[config.mk]
export PLATFORM = sky130hd
export DESIGN_NAME = module_keypad_scanner_flat
export DESIGN_NICKNAME = d
export VERILOG_FILES = /design/src/rtl/module_keypad_scanner_if.sv /design/src/rtl/module_keypad_scanner.sv /design/src/flat_wrapper.sv
export SDC_FILE = /design/constraint.sdc
export NUM_CORES = 1
export LEC_CHECK = 0
export BUFFER_PORTS_ARGS = -buffer_cell sky130_fd_sc_hd__buf_2
export CORE_MARGIN = 2
export CORE_UTILIZATION = 60
export CTS_CLUSTER_DIAMETER = 120
export DETAILED_ROUTE_END_ITERATION = 10
export PLACE_DENSITY = 0.78
export SYNTH_ARGS = -nofsm -noshare
export SYNTH_HDL_FRONTEND = slang
export SYNTH_SLANG_ARGS = --single-unit
export TNS_END_PERCENT = 30
[constraint.sdc]
create_clock -name clk -period 7.24 [get_ports clk]
set_clock_uncertainty 0.05 [all_clocks]
set_input_delay 1.448 -clock clk [delete_from_list [all_inputs] [get_ports clk]]
set_output_delay 1.448 -clock clk [all_outputs]
set_load 0.01 [all_outputs]
[src/rtl/module_keypad_scanner_if.sv]
// Keypad scanner bundle: row returns from the matrix, column strobes and key event outputs.
// The master side is the scanner itself; the slave side is the keypad/consumer.
interface module_keypad_scanner_if;
    logic [3:0] row;
    logic [3:0] col;
    logic [3:0] key_code;
    logic       key_valid;
    logic       key_held;

    modport master (input row, output col, output key_code, output key_valid, output key_held);
    modport slave  (output row, input col, input key_code, input key_valid, input key_held);
endinterface

[src/rtl/module_keypad_scanner.sv]
// 4x4 matrix keypad scanner: rotates active-low column strobes, samples synchronized rows,
// and debounces whole sweeps so a single key yields exactly one press event.
module module_keypad_scanner #(
    parameter int SCAN_TICKS     = 50000,
    parameter int DEBOUNCE_SCANS = 4
) (
    input  logic                    clk,
    input  logic                    rst,
    module_keypad_scanner_if.master kp
);
    localparam int TICK_W = $clog2(SCAN_TICKS);
    localparam int CNT_W  = $clog2(DEBOUNCE_SCANS + 1);
    localparam logic [TICK_W-1:0] TICK_LAST = TICK_W'(SCAN_TICKS - 1);
    localparam logic [CNT_W-1:0]  CNT_MAX   = CNT_W'(DEBOUNCE_SCANS);
    localparam logic [CNT_W-1:0]  CNT_ONE   = CNT_W'(1);
    localparam bit ONE_SCAN = (DEBOUNCE_SCANS == 1);

    typedef enum logic [1:0] {IDLE, PRESS_DB, PRESSED, RELEASE_DB} state_t;

    logic [3:0]        row_meta_reg, row_sync_reg;
    logic [TICK_W-1:0] tick_reg;
    logic [1:0]        col_idx_reg;
    logic [3:0]        col_reg;
    logic              slot_end, sweep_end;
    logic [15:0]       pressed;
    logic [1:0]        ones;
    logic [3:0]        scan_code;
    logic              is_none, is_single;

    state_t            state_reg, state_next;
    logic [3:0]        cand_reg, cand_next;
    logic [CNT_W-1:0]  cnt_reg, cnt_next, cnt_plus;
    logic [3:0]        key_code_reg, key_code_next;
    logic              key_valid_reg, key_valid_next;
    logic              key_held_reg, key_held_next;

    always_ff @(posedge clk) begin
        if (rst) begin
            row_meta_reg <= 4'b1111;
            row_sync_reg <= 4'b1111;
        end else begin
            row_meta_reg <= kp.row;
            row_sync_reg <= row_meta_reg;
        end
    end

    assign slot_end  = (tick_reg == TICK_LAST);
    assign sweep_end = slot_end && (col_idx_reg == 2'd3);

    always_ff @(posedge clk) begin
        if (rst) begin
            tick_reg    <= '0;
            col_idx_reg <= 2'd0;
            col_reg     <= 4'b1110;
        end else if (slot_end) begin
            tick_reg    <= '0;
            col_idx_reg <= col_idx_reg + 2'd1;
            col_reg     <= {col_reg[2:0], col_reg[3]};
        end else begin
            tick_reg    <= tick_reg + TICK_W'(1);
        end
    end

    // Columns 0..2 are latched at their slot end; column 3 is read live, since its
    // slot end is the sweep end where the whole matrix is classified.
    generate
        for (genvar gi = 0; gi < 4; gi++) begin : g_col
            if (gi < 3) begin : g_reg
                logic [3:0] smp_reg;
                always_ff @(posedge clk) begin
                    if (rst)
                        smp_reg <= 4'b0000;
                    else if (slot_end && (col_idx_reg == 2'(gi)))
                        smp_reg <= ~row_sync_reg;
                end
                assign {pressed[12+gi], pressed[8+gi], pressed[4+gi], pressed[gi]} = smp_reg;
            end else begin : g_live
                assign {pressed[12+gi], pressed[8+gi], pressed[4+gi], pressed[gi]} = ~row_sync_reg;
            end
        end
    endgenerate

    always_comb begin
        ones      = 2'd0;
        scan_code = 4'd0;
        for (int i = 0; i < 16; i++) begin
            if (pressed[i]) begin
                scan_code = 4'(i);
                if (ones != 2'd2)
                    ones = ones + 2'd1;
            end
        end
    end

    assign is_none   = (ones == 2'd0);
    assign is_single = (ones == 2'd1);
    assign cnt_plus  = (cnt_reg == CNT_MAX) ? cnt_reg : cnt_reg + CNT_ONE;

    always_ff @(posedge clk) begin
        if (rst) begin
            state_reg     <= IDLE;
            cand_reg      <= 4'd0;
            cnt_reg       <= '0;
            key_code_reg  <= 4'd0;
            key_valid_reg <= 1'b0;
            key_held_reg  <= 1'b0;
        end else begin
            state_reg     <= state_next;
            cand_reg      <= cand_next;
            cnt_reg       <= cnt_next;
            key_code_reg  <= key_code_next;
            key_valid_reg <= key_valid_next;
            key_held_reg  <= key_held_next;
        end
    end

    always_comb begin
        state_next     = state_reg;
        cand_next      = cand_reg;
        cnt_next       = cnt_reg;
        key_code_next  = key_code_reg;
        key_valid_next = 1'b0;
        key_held_next  = key_held_reg;
        if (sweep_end) begin
            case (state_reg)
                IDLE: begin
                    if (is_single) begin
                        cand_next = scan_code;
                        if (ONE_SCAN) begin
                            state_next     = PRESSED;
                            key_code_next  = scan_code;
                            key_valid_next = 1'b1;
                            key_held_next  = 1'b1;
                            cnt_next       = '0;
                        end else begin
                            state_next = PRESS_DB;
                            cnt_next   = CNT_ONE;
                        end
                    end
                end
                PRESS_DB: begin
                    if (is_single && (scan_code == cand_reg)) begin
                        if (cnt_plus == CNT_MAX) begin
                            state_next     = PRESSED;
                            key_code_next  = scan_code;
                            key_valid_next = 1'b1;
                            key_held_next  = 1'b1;
                            cnt_next       = '0;
                        end else begin
                            cnt_next = cnt_plus;
                        end
                    end else if (is_single) begin
                        cand_next = scan_code;
                        cnt_next  = CNT_ONE;
                    end else begin
                        state_next = IDLE;
                        cnt_next   = '0;
                    end
                end
                PRESSED: begin
                    // Further keys while held are deliberately ignored until a clean release.
                    if (is_none) begin
                        if (ONE_SCAN) begin
                            state_next    = IDLE;
                            key_held_next = 1'b0;
                            cnt_next      = '0;
                        end else begin
                            state_next = RELEASE_DB;
                            cnt_next   = CNT_ONE;
                        end
                    end
                end
                RELEASE_DB: begin
                    if (is_none) begin
                        if (cnt_plus == CNT_MAX) begin
                            state_next    = IDLE;
                            key_held_next = 1'b0;
                            cnt_next      = '0;
                        end else begin
                            cnt_next = cnt_plus;
                        end
                    end else begin
                        state_next = PRESSED;
                        cnt_next   = '0;
                    end
                end
                default: begin
                    state_next = IDLE;
                    cnt_next   = '0;
                end
            endcase
        end
    end

    assign kp.col       = col_reg;
    assign kp.key_code  = key_code_reg;
    assign kp.key_valid = key_valid_reg;
    assign kp.key_held  = key_held_reg;
endmodule

[src/flat_wrapper.sv]
// flat-port wrapper written by rule: the top's interface ports become plain ports
module module_keypad_scanner_flat 
#(
    parameter int SCAN_TICKS     = 50000,
    parameter int DEBOUNCE_SCANS = 4
)
  (clk, rst, kp_row, kp_col, kp_key_code, kp_key_valid, kp_key_held);
  module_keypad_scanner_if kp_i ();
  input  logic clk;
  input  logic rst;
  input wire logic [$bits(kp_i.row)-1:0] kp_row;
  output wire logic [$bits(kp_i.col)-1:0] kp_col;
  output wire logic [$bits(kp_i.key_code)-1:0] kp_key_code;
  output wire logic [$bits(kp_i.key_valid)-1:0] kp_key_valid;
  output wire logic [$bits(kp_i.key_held)-1:0] kp_key_held;
  assign kp_i.row = kp_row;
  assign kp_col = kp_i.col;
  assign kp_key_code = kp_i.key_code;
  assign kp_key_valid = kp_i.key_valid;
  assign kp_key_held = kp_i.key_held;
  module_keypad_scanner #(.SCAN_TICKS(SCAN_TICKS), .DEBOUNCE_SCANS(DEBOUNCE_SCANS)) u_core (.clk(clk), .rst(rst), .kp(kp_i));
endmodule
## Word level (Yosys, flattened, before mapping)

Index checks and enable logic that the tools add are counted.

- Register bits after elaboration: 57
- Bits in latches: 0
- Bits in writable memories: 0
- ROM bits: 0
- Output and inout port bits: 10
- Word-level logic and storage cells: 160
- Memories: 0

- $add $sub $neg: 18
- $mul: 0
- Divide/modulo/power cells: 0
- $lt $le $gt $ge: 0
- Equal/unequal tests: 36
- Shift operators: 0
- Muxes and demuxes: 71
- Bitwise logic cells: 4
- Reductions and logical operators: 17

Operators by type and width:

| kind | count |
|---|---|
| 2-bit 2-to-1 mux | 39 |
| 4-bit 2-to-1 mux | 10 |
| 2-bit by 1-bit adder with 2-bit output (second input constant) | 15 |
| 3-bit 2-to-1 mux | 10 |
| 2-bit inequality test (second input constant) | 15 |
| 16-bit by 1-bit adder with 16-bit output (second input constant) | 1 |
| 16-bit == test (second input constant) | 1 |
| 2-bit by 1-bit inequality test with 1-bit output (second input constant) | 6 |
| 3-bit case mux with 4 select lines | 1 |
| 6-bit AND reduction | 2 |
| 3-bit inequality test (second input constant) | 3 |
| 2-bit == test (second input constant) | 4 |
| 1-bit 2-to-1 mux | 8 |
| 2-bit case mux with 4 select lines | 1 |
| 4-bit case mux with 2 select lines | 1 |
| 2-bit by 1-bit == test with 1-bit output (second input constant) | 3 |
| 3-bit == test (second input constant) | 2 |
| 2-bit zero test | 3 |
| 3-bit AND reduction | 2 |
| 1-bit logical AND | 5 |
| 4-bit == test | 1 |
| 4-bit inverter | 1 |
| 4-bit AND reduction | 1 |
| 2-bit nonzero test | 2 |
| 7 further kinds | 9 |

## Logic depth before layout (Yosys ltp)

Gate-level depths: netlist of the first run.

- Depth in word-level cells: 50
- Mapped depth: 30
- Mapped depth without buffers: 27

## Worst setup path after synthesis of the first run

Ideal clock, no wire load.

- Path type: register to register
- Start point: reg u_core.g_col[1].g_reg.smp_reg[0]
- End point: reg u_core.key_code_reg[0] (netlist: u_core.kp.key_code[0])
- Setup time: 128 ps
- Arrival: 5998 ps
- Path slack: 1064 ps
- Stages on the path, launching flop included: 29
- Path buffers: 2
- Period minus slack after synthesis: 6176 ps
- Cells stage by stage: dfxtp_1 inv_1 ha_1 nor4_4 a211oi_1 or3_4 o211ai_4 o22ai_1 and3_1 buf_2 or4_1 o31ai_1 a221oi_2 or2_1 a21oi_1 and3b_1 nor3_2 and3_1 a31oi_1 mux2_2 ha_1 nand2b_1 o21ai_0 ha_1 a221oi_4 or3_1 buf_2 mux2i_1 nor2_1

- Longest elaborated chain between the ends: 46
- Elaborated cells on any way between the ends: 76
- Those cells by class: add/sub: 14; eq/ne: 16; mux: 44; reduce/logical: 2

Ends and longest elaborated chain:

| item | line | RTL |
|---|---|---|
| start, declared | module_keypad_scanner.sv:69 | `logic [3:0] smp_reg;` |
| start signal, assigned | module_keypad_scanner.sv:74 | `smp_reg <= ~row_sync_reg;` |
| 2-bit 2-to-1 mux | module_keypad_scanner.sv:87 | `if (pressed[i]) begin` |
| 2-bit by 1-bit adder with 2-bit output / 2-bit inequality test (equally long branches) | module_keypad_scanner.sv:90, module_keypad_scanner.sv:89 |  |
| 2-bit 2-to-1 mux | module_keypad_scanner.sv:89 | `if (ones != 2'd2)` |
| 2-bit 2-to-1 mux | module_keypad_scanner.sv:87 |  |
| 2-bit by 1-bit adder with 2-bit output / 2-bit inequality test (equally long branches) | module_keypad_scanner.sv:90, module_keypad_scanner.sv:89 |  |
| 2-bit 2-to-1 mux | module_keypad_scanner.sv:89 |  |
| 2-bit 2-to-1 mux | module_keypad_scanner.sv:87 |  |
| 2-bit by 1-bit adder with 2-bit output / 2-bit inequality test (equally long branches) | module_keypad_scanner.sv:90, module_keypad_scanner.sv:89 |  |
| [30 not listed] | n/a |  |
| 2-bit 2-to-1 mux | module_keypad_scanner.sv:89 |  |
| 2-bit 2-to-1 mux | module_keypad_scanner.sv:87 |  |
| 2-bit by 1-bit adder with 2-bit output / 2-bit inequality test (equally long branches) | module_keypad_scanner.sv:90, module_keypad_scanner.sv:89 |  |
| 2-bit 2-to-1 mux | module_keypad_scanner.sv:89 |  |
| 2-bit 2-to-1 mux | module_keypad_scanner.sv:87 |  |
| 2-bit by 1-bit == test with 1-bit output | module_keypad_scanner.sv:96 | `assign is_single = (ones == 2'd1);` |
| 1-bit logical AND | module_keypad_scanner.sv:142 | `if (is_single && (scan_code == cand_reg)) begin` |
| 4-bit AND reduction (no line) | n/a |  |
| end signal, assigned | module_keypad_scanner.sv:111 | `key_code_reg <= key_code_next;` |
| end, declared | module_keypad_scanner.sv:33 | `logic [3:0] key_code_reg, key_code_next;` |

Several ways; a longest one is shown, not always the timed one.
A chain may end at the register's enable or synchronous reset.

## Final worst setup path of the first run

- Start point: reg u_core.g_col[1].g_reg.smp_reg[0]
- End point: reg u_core.cand_reg[2]

- Longest elaborated chain between the ends: 47
- Elaborated cells on any way between the ends: 80
- Those cells by class: add/sub: 14; eq/ne: 17; mux: 47; reduce/logical: 2

Ends and longest elaborated chain:

| item | line | RTL |
|---|---|---|
| 2-bit 2-to-1 mux | module_keypad_scanner.sv:87 |  |
| 2-bit by 1-bit adder with 2-bit output / 2-bit inequality test (equally long branches) | module_keypad_scanner.sv:90, module_keypad_scanner.sv:89 |  |
| 2-bit 2-to-1 mux | module_keypad_scanner.sv:89 |  |
| 2-bit 2-to-1 mux | module_keypad_scanner.sv:87 |  |
| 2-bit by 1-bit adder with 2-bit output / 2-bit inequality test (equally long branches) | module_keypad_scanner.sv:90, module_keypad_scanner.sv:89 |  |
| 2-bit 2-to-1 mux | module_keypad_scanner.sv:89 |  |
| 2-bit 2-to-1 mux | module_keypad_scanner.sv:87 |  |
| 2-bit by 1-bit adder with 2-bit output / 2-bit inequality test (equally long branches) | module_keypad_scanner.sv:90, module_keypad_scanner.sv:89 |  |
| [31 not listed] | n/a |  |
| 2-bit 2-to-1 mux | module_keypad_scanner.sv:87 |  |
| 2-bit by 1-bit adder with 2-bit output / 2-bit inequality test (equally long branches) | module_keypad_scanner.sv:90, module_keypad_scanner.sv:89 |  |
| 2-bit 2-to-1 mux | module_keypad_scanner.sv:89 |  |
| 2-bit 2-to-1 mux | module_keypad_scanner.sv:87 |  |
| 2-bit by 1-bit == test with 1-bit output | module_keypad_scanner.sv:96 |  |
| 4-bit 2-to-1 mux / 1-bit logical AND (equally long branches) | n/a |  |
| 4-bit 2-to-1 mux / 2-bit inequality test (equally long branches) | n/a |  |
| 4-bit case mux with 2 select lines / 3-bit AND reduction (equally long branches) | n/a |  |
| end signal, assigned | module_keypad_scanner.sv:109 | `cand_reg <= cand_next;` |
| end, declared | module_keypad_scanner.sv:31 | `logic [3:0] cand_reg, cand_next;` |

Several ways; a longest one is shown, not always the timed one. The select of a mux whose other input is x is not followed.

==> impl_metrics.env, run 1 <==
export IMPL_finalHoldViolCount=0
export IMPL_drt_iter0_drc=232
export IMPL_regArea_um2=1140
export IMPL_h_tree_depth=3
export IMPL_worst_hold_startpoint="u_core.row_meta_reg[0]"
export IMPL_synth_compound_area_share_pct=24.7
export IMPL_number_of_design_rule_violations_left_after_detail_routing=0
export IMPL_tightest_slew_ns=0.759
export IMPL_placement_setup_worst_slack_ns=0.134
export IMPL_crit_top_cell="sky130_fd_sc_hd__ha_1"
export IMPL_synth_yosys_warnings=0
export IMPL_total_of_endpoints_with_negative_setup_slack_in_the_final_report=0
export IMPL_clkTransAtPathRegs_ns=0.06
export IMPL_num_vias=3873
export IMPL_postSynthRegisterBits=57
export IMPL_final_layout_size_suffix_gt1_share_pct=15.1
export IMPL_worst_path_max_delay_cell="sky130_fd_sc_hd__xor2_2"
export IMPL_total_leakage_power_nw=1.69
export IMPL_slew_headroom_pct=49.0
export IMPL_dp_hpwl_um=6680
export IMPL_track_usage_pct=25.3
export IMPL_proportion_of_synthesized_chip_area_in_sequential_cells_pct=27.0
export IMPL_fill_cells=570
export IMPL_cts_buf_count=9
export IMPL_timing_critical_path_from_type="flop"
export IMPL_placed_area_um2=4290
export IMPL_clock_fmax_mhz=146
export IMPL_synth_edf_count=0
export IMPL_number_of_nets_at_the_end_of_the_flow=544
export IMPL_critical_path_class="flop to flop"
export IMPL_synth_adder_area_share_pct=3.85
export IMPL_finish_cell_count_without_fillers=626
export IMPL_final_cell_mix="sky130_fd_sc_hd__nor2_1, sky130_fd_sc_hd__dfxtp_1, sky130_fd_sc_hd__nand2_1"
export IMPL_synthDistinctLibCells=80
export IMPL_fp_dieH_um=87.9
export IMPL_grt_first_pass_wirelength_um=15800
export IMPL_report_power_total_uw=658
export IMPL_worst_hold_path_type="flop to flop"
export IMPL_postSynthCellCount=525
export IMPL_io_pin_count=16
export IMPL_crit_path_start="u_core.g_col[1].g_reg.smp_reg[0]"
export IMPL_synth_top_area_share_pct=27.0
export IMPL_grt_setup_unrepaired="yes"
export IMPL_synthMuxAreaShare_pct=4.06
export IMPL_synthesis_area_um2=4230
export IMPL_place_congestion=0.886
export IMPL_yosys_area_share_simple_pct=28.0
export IMPL_overflow=0
export IMPL_power_density_nw_per_um2=146
export IMPL_effective_utilization_at_floorplan_pct=62.2
export IMPL_run_status="finished, final reports clean"
export IMPL_layout_cells_most_common="sky130_fd_sc_hd__nor2_1"
export IMPL_cts_tree="built"
export IMPL_cts_hold_buffers_added=0
export IMPL_placedCellCount=607
export IMPL_cts_root_to_sink_buffers=2
export IMPL_vdd_ir_drop_worst_mv=0.162
export IMPL_synthToLayoutAreaGrowth_pct=6.75
export IMPL_worstPathMaxFanout=11
export IMPL_synth_top_flop_cell="sky130_fd_sc_hd__dfxtp_1"
export IMPL_floorplan_die_width_um=87.9
export IMPL_stdcell_area_um2=4510
export IMPL_async_reset_ff_share_pct=0
export IMPL_drt_pre_antenna_iters=5
export IMPL_design_core_area_um2=6790
export IMPL_antenna_cells=0
export IMPL_arrival_ns=7.01
export IMPL_dominant_cells_by_area_after_synthesis="sky130_fd_sc_hd__dfxtp_1, sky130_fd_sc_hd__nor2_1, sky130_fd_sc_hd__a211oi_1"
export IMPL_antenna_found_initial=0
export IMPL_drt_wirelength_per_cell_um=14.8
export IMPL_grt_max_degree=44
export IMPL_synth_xor_xnor_area_share_pct=7.17
export IMPL_layout_setup_ws_ns=0.388
export IMPL_critical_path_max_stage_delay_ns=0.48
export IMPL_clock_sinks=57
export IMPL_post_drt_via_cell_ratio=6.19
export IMPL_number_of_global_route_vias_before_repair=3557
export IMPL_slew_viol_final=0
export IMPL_dominant_combinational_cell_family_by_area_after_synthesis="simple AND/OR/NAND/NOR gates"
export IMPL_clockRootBuffer="sky130_fd_sc_hd__clkbuf_8"
export IMPL_netlist_top_cell_by_area="sky130_fd_sc_hd__dfxtp_1"
export IMPL_cap_violations=0
export IMPL_multiInputGateArea_um2=2880
export IMPL_r2r_start="u_core.g_col[1].g_reg.smp_reg[0]"
export IMPL_critical_path_data_required_time_ns=7.39
export IMPL_dieArea_um2=7730
export IMPL_worst_skew_pair_late_latency_ns=0.34
export IMPL_drt_total_wl_um=9280
export IMPL_fin_crit_period_ns=6.85
export IMPL_io_buffers=15
export IMPL_synthesis_nets=544
export IMPL_rows=30
export IMPL_post_route_period_util_pct=94.6
export IMPL_largest_register_ffs=16
export IMPL_end_kind="flop"
export IMPL_synthesis_area_per_instance_um2=8.05
export IMPL_final_setup_tns_ns=0
export IMPL_ant_nets=0
[per-layer routing]
metal | global-route usage [%] | vias to the layer above | part of all wire, %
met3 | 4.43 | 21 | 4.7
met1 | 31.8 | 1816 | 44
li1 | - | 1922 | -
met2 | 41.9 | 114 | 49
met5 | 0 | - | 0
met4 | 12.6 | 0 | 2.1
[what timing repair did]
item                       in CTS  in global routing
gates resized for setup         0                  4
setup buffers                   0                  3
setup endpoints to repair       0                 15
[path summary, 6_finish.rpt]
check                           end  slack (ns)  cells after the start
min reg2reg  u_core.row_sync_reg[0]        0.36                      1
max reg2reg      u_core.cand_reg[2]        0.39                     28
max              u_core.cand_reg[2]        0.39                     28
min          u_core.row_sync_reg[0]        0.36                      1
[stage by stage]
step,util (%),hold WS (ns)
2_1_floorplan,-,0.339
3_3_place_gp,63.2,0.344
3_5_place_dp,63.2,0.345
4_1_cts,65.7,0.360
5_1_grt,66.4,0.386
6_report,66.4,0.358
[Yosys cell counts, drive strengths merged (3+ instances only)]
cell type	number
a221oi	7
or3	6
a211oi	25
nand3	25
inv	23
ha	13
and3	9
buf	8
and3b	3
nor3	15
xor2	15
a21oi	18
and2	7
or2	15
dfxtp	57
a31oi	10
nand2	36
nor2b	6
nor4	6
nor3b	3
nor2	70
o21ai	21
clkbuf	22
mux2i	16
a211o	7
o211ai	5
nand4	8
o31ai	7
xnor2	17
nand2b	6
[cell families after synthesis]
logic type,count (synthesis)
muxes,17
DFF,57
AOI/OAI and AO/OA,129
buffers and inverters,54
and+or+nand+nor,223
xor gates and xnor gates,32
adders and majority gates,13
[worst max-delay path: cells and delay by family, from the launching register on]
family	cells	cell delay, ns
mux	3	0.77
fa+ha+maj	3	0.89
compound gates	8	1.30
buf+inv	3	0.41
simple gates	10	2.40
xor+xnor	1	0.48
flops	1	0.39
[power breakdown]
part	total, mW	internal (mW)	switching (mW)
clock network	0.257	0.132	0.125
logic	0.0793	0.0317	0.0476
registers	0.322	0.317	0.00472
total	0.658	0.481	0.178
[layout make-up]
| cell class | count | area share, % |
|---|---|---|
| multi-input combinational | 414 | 63.9 |
| sequential | 57 | 25.3 |
| clock buffer | 11 | 3.13 |
| tap | 96 | 2.66 |
| timing repair buffer | 19 | 2.33 |
| inverter | 24 | 2.00 |
| clock inverter | 5 | 0.693 |
Note: power is estimated with default switching activity, not from simulation.
==> inputs of run 2 (changes only) <==
Settings changed: ABC_AREA set to 1.
==> impl_metrics.env, run 2 <==
export IMPL_placedCellCount=704
export IMPL_antenna_found_initial=0
export IMPL_worstPathMaxFanout=7
export IMPL_finish_cell_count_without_fillers=720
export IMPL_number_of_nets_at_the_end_of_the_flow=654
export IMPL_critical_path_class="flop to flop"
export IMPL_post_route_period_util_pct=76.3
export IMPL_drt_total_wl_um=8470
export IMPL_synth_edf_count=0
export IMPL_postSynthRegisterBits=57
export IMPL_effective_utilization_at_floorplan_pct=61.3
export IMPL_cts_tree="built"
export IMPL_final_layout_size_suffix_gt1_share_pct=19.1
export IMPL_crit_top_cell="sky130_fd_sc_hd__nand2_1"
export IMPL_cts_buf_count=9
export IMPL_setup_reg_to_reg_worst_slack_ns=1.72
export IMPL_layout_cells_most_common="sky130_fd_sc_hd__nand2_1"
export IMPL_slew_headroom_pct=63.2
export IMPL_post_cts_setup_buffers=0
export IMPL_placed_area_um2=4190
export IMPL_grt_first_pass_wirelength_um=14800
export IMPL_vdd_ir_drop_worst_mv=0.149
export IMPL_fp_dieH_um=86.6
export IMPL_async_reset_ff_share_pct=0
export IMPL_run_status="finished, final reports clean"
export IMPL_worst_path_max_delay_cell="sky130_fd_sc_hd__dfxtp_1"
export IMPL_largest_register_ffs=16
export IMPL_synthesis_nets=643
export IMPL_grt_setup_unrepaired="no"
export IMPL_synth_top_area_share_pct=27.9
export IMPL_slew_viol_final=0
export IMPL_cts_root_to_sink_buffers=2
export IMPL_synthDistinctLibCells=40
export IMPL_num_vias=3886
export IMPL_design_core_area_um2=6680
export IMPL_stdcell_area_um2=4360
export IMPL_worst_hold_path_type="flop to flop"
export IMPL_fill_cells=590
export IMPL_power_density_nw_per_um2=149
export IMPL_cts_resized=0
export IMPL_dominant_cells_by_area_after_synthesis="sky130_fd_sc_hd__dfxtp_1, sky130_fd_sc_hd__nand2_1, sky130_fd_sc_hd__nor2_1"
export IMPL_regArea_um2=1140
export IMPL_rows=30
export IMPL_total_of_endpoints_with_negative_setup_slack_in_the_final_report=0
export IMPL_track_usage_pct=24.0
export IMPL_grt_max_degree=28
export IMPL_antenna_cells=0
export IMPL_io_pin_count=16
export IMPL_drt_pre_antenna_iters=6
export IMPL_critical_path_max_stage_delay_ns=0.35
export IMPL_place_congestion=0.903
export IMPL_netlist_top_cells_count="sky130_fd_sc_hd__nand2_1, sky130_fd_sc_hd__nor2_1, sky130_fd_sc_hd__inv_1, sky130_fd_sc_hd__dfxtp_1, sky130_fd_sc_hd__nand3_1"
export IMPL_netlist_top_cell_by_area="sky130_fd_sc_hd__dfxtp_1"
export IMPL_final_setup_tns_ns=0
export IMPL_clock_sinks=57
export IMPL_synth_top_flop_cell="sky130_fd_sc_hd__dfxtp_1"
export IMPL_drt_wirelength_per_cell_um=11.8
export IMPL_number_of_design_rule_violations_left_after_detail_routing=0
export IMPL_arrival_ns=5.70
export IMPL_yosys_area_share_simple_pct=45.6
export IMPL_cts_hold_buffers_added=0
export IMPL_dieArea_um2=7500
export IMPL_finalHoldViolCount=0
export IMPL_dp_hpwl_um=6480
export IMPL_critical_path_data_required_time_ns=7.42
export IMPL_worst_skew_pair_late_latency_ns=0.33
export IMPL_ant_nets=0
export IMPL_synthesis_area_per_instance_um2=6.56
export IMPL_synth_compound_area_share_pct=11.8
export IMPL_cap_violations=0
export IMPL_synth_adder_area_share_pct=3.97
export IMPL_final_cell_mix="sky130_fd_sc_hd__nand2_1, sky130_fd_sc_hd__nor2_1, sky130_fd_sc_hd__inv_1"
export IMPL_holdPathStages=1
export IMPL_timing_critical_path_from_type="flop"
export IMPL_synthMuxAreaShare_pct=0
export IMPL_drt_iter0_drc=174
export IMPL_overflow=0
export IMPL_synthesis_area_um2=4090
export IMPL_clock_fmax_mhz=181
export IMPL_end_kind="flop"
export IMPL_reg2reg_depth=47
export IMPL_postSynthCellCount=624
export IMPL_synthToLayoutAreaGrowth_pct=6.60
export IMPL_total_leakage_power_nw=1.98
export IMPL_dominant_combinational_cell_family_by_area_after_synthesis="simple AND/OR/NAND/NOR gates"
export IMPL_synth_xor_xnor_area_share_pct=1.71
export IMPL_fin_crit_period_ns=5.52
export IMPL_synth_yosys_warnings=0
export IMPL_multiInputGateArea_um2=2580
export IMPL_tightest_slew_ns=0.546
export IMPL_number_of_global_route_vias_before_repair=3565
export IMPL_h_tree_depth=3
export IMPL_cell_with_the_most_instances_after_synthesis="sky130_fd_sc_hd__nand2_1"
export IMPL_floorplan_die_width_um=86.6
export IMPL_post_drt_via_cell_ratio=5.40
export IMPL_proportion_of_synthesized_chip_area_in_sequential_cells_pct=27.9
export IMPL_clockRootBuffer="sky130_fd_sc_hd__clkbuf_8"
export IMPL_finalCoreUtilization_pct=65.3
export IMPL_io_buffers=15
export IMPL_clkTransAtPathRegs_ns=0.06
==> run 2: kinds of logic after synthesis <==
kind of cell,count (synthesis)
XOR/XNOR,8
AND/OR/NAND/NOR,377
AO/OA/AOI/OAI,78
flip-flops,57
buffers and inverters,91
adder cells (fa/ha/maj),13
==> run 2: layout make-up <==
type                       count  share of cell area, %
multi-input combinational    476                   59.2
sequential                    57                   26.1
inverter                      76                   6.62
clock buffer                  13                   3.64
tap                           80                   2.29
timing repair buffer          15                   1.72
clock inverter                 3                  0.344
==> run 2: per-stage QoR <==
step | total power, mW | hold WS [ns] | worst slack, ns
6_report | 0.651 | 0.361 | 1.72
5_1_grt | 0.680 | 0.390 | 0.986
4_1_cts | 0.657 | 0.362 | 1.74
3_5_place_dp | 0.396 | 0.345 | 1.76
3_3_place_gp | 0.395 | 0.342 | 1.91
2_1_floorplan | 0.384 | 0.339 | 2.33
==> run 2: routing by layer <==
| metal | vias to the layer above | global-route usage, % | part of all wire (%) |
|---|---|---|---|
| met4 | 0 | 9.80 | 0.99 |
| met2 | 52 | 43.6 | 50 |
| met5 | - | 0 | 0 |
| li1 | 2056 | - | - |
| met3 | 7 | 3.52 | 2.8 |
| met1 | 1771 | 28.2 | 46 |
==> run 2: final timing paths <==
path,from,endpoint
setup / recovery,u_core.g_col[1].g_reg.smp_reg[0],u_core.cnt_reg[0]
setup reg to reg,u_core.g_col[1].g_reg.smp_reg[0],u_core.cnt_reg[0]
hold / removal,u_core.row_meta_reg[2],u_core.row_sync_reg[2]
hold reg to reg,u_core.row_meta_reg[2],u_core.row_sync_reg[2]
==> run 2: worst max-delay path: cells and delay by family, from the launching register on <==
| kind | cells | cell delay [ns] |
|---|---|---|
| DFF | 1 | 0.35 |
| AOI/OAI and AO/OA | 1 | 0.07 |
| and+or+nand+nor | 35 | 3.49 |
| adders and majority gates | 3 | 0.87 |
| buffers and inverters | 8 | 0.57 |
==> run 2: report_power, final <==
| group | total, mW | internal (mW) | switching [mW] |
|---|---|---|---|
| Combinational | 0.0702 | 0.0234 | 0.0468 |
| Clock | 0.261 | 0.141 | 0.120 |
| Sequential | 0.320 | 0.317 | 0.00281 |
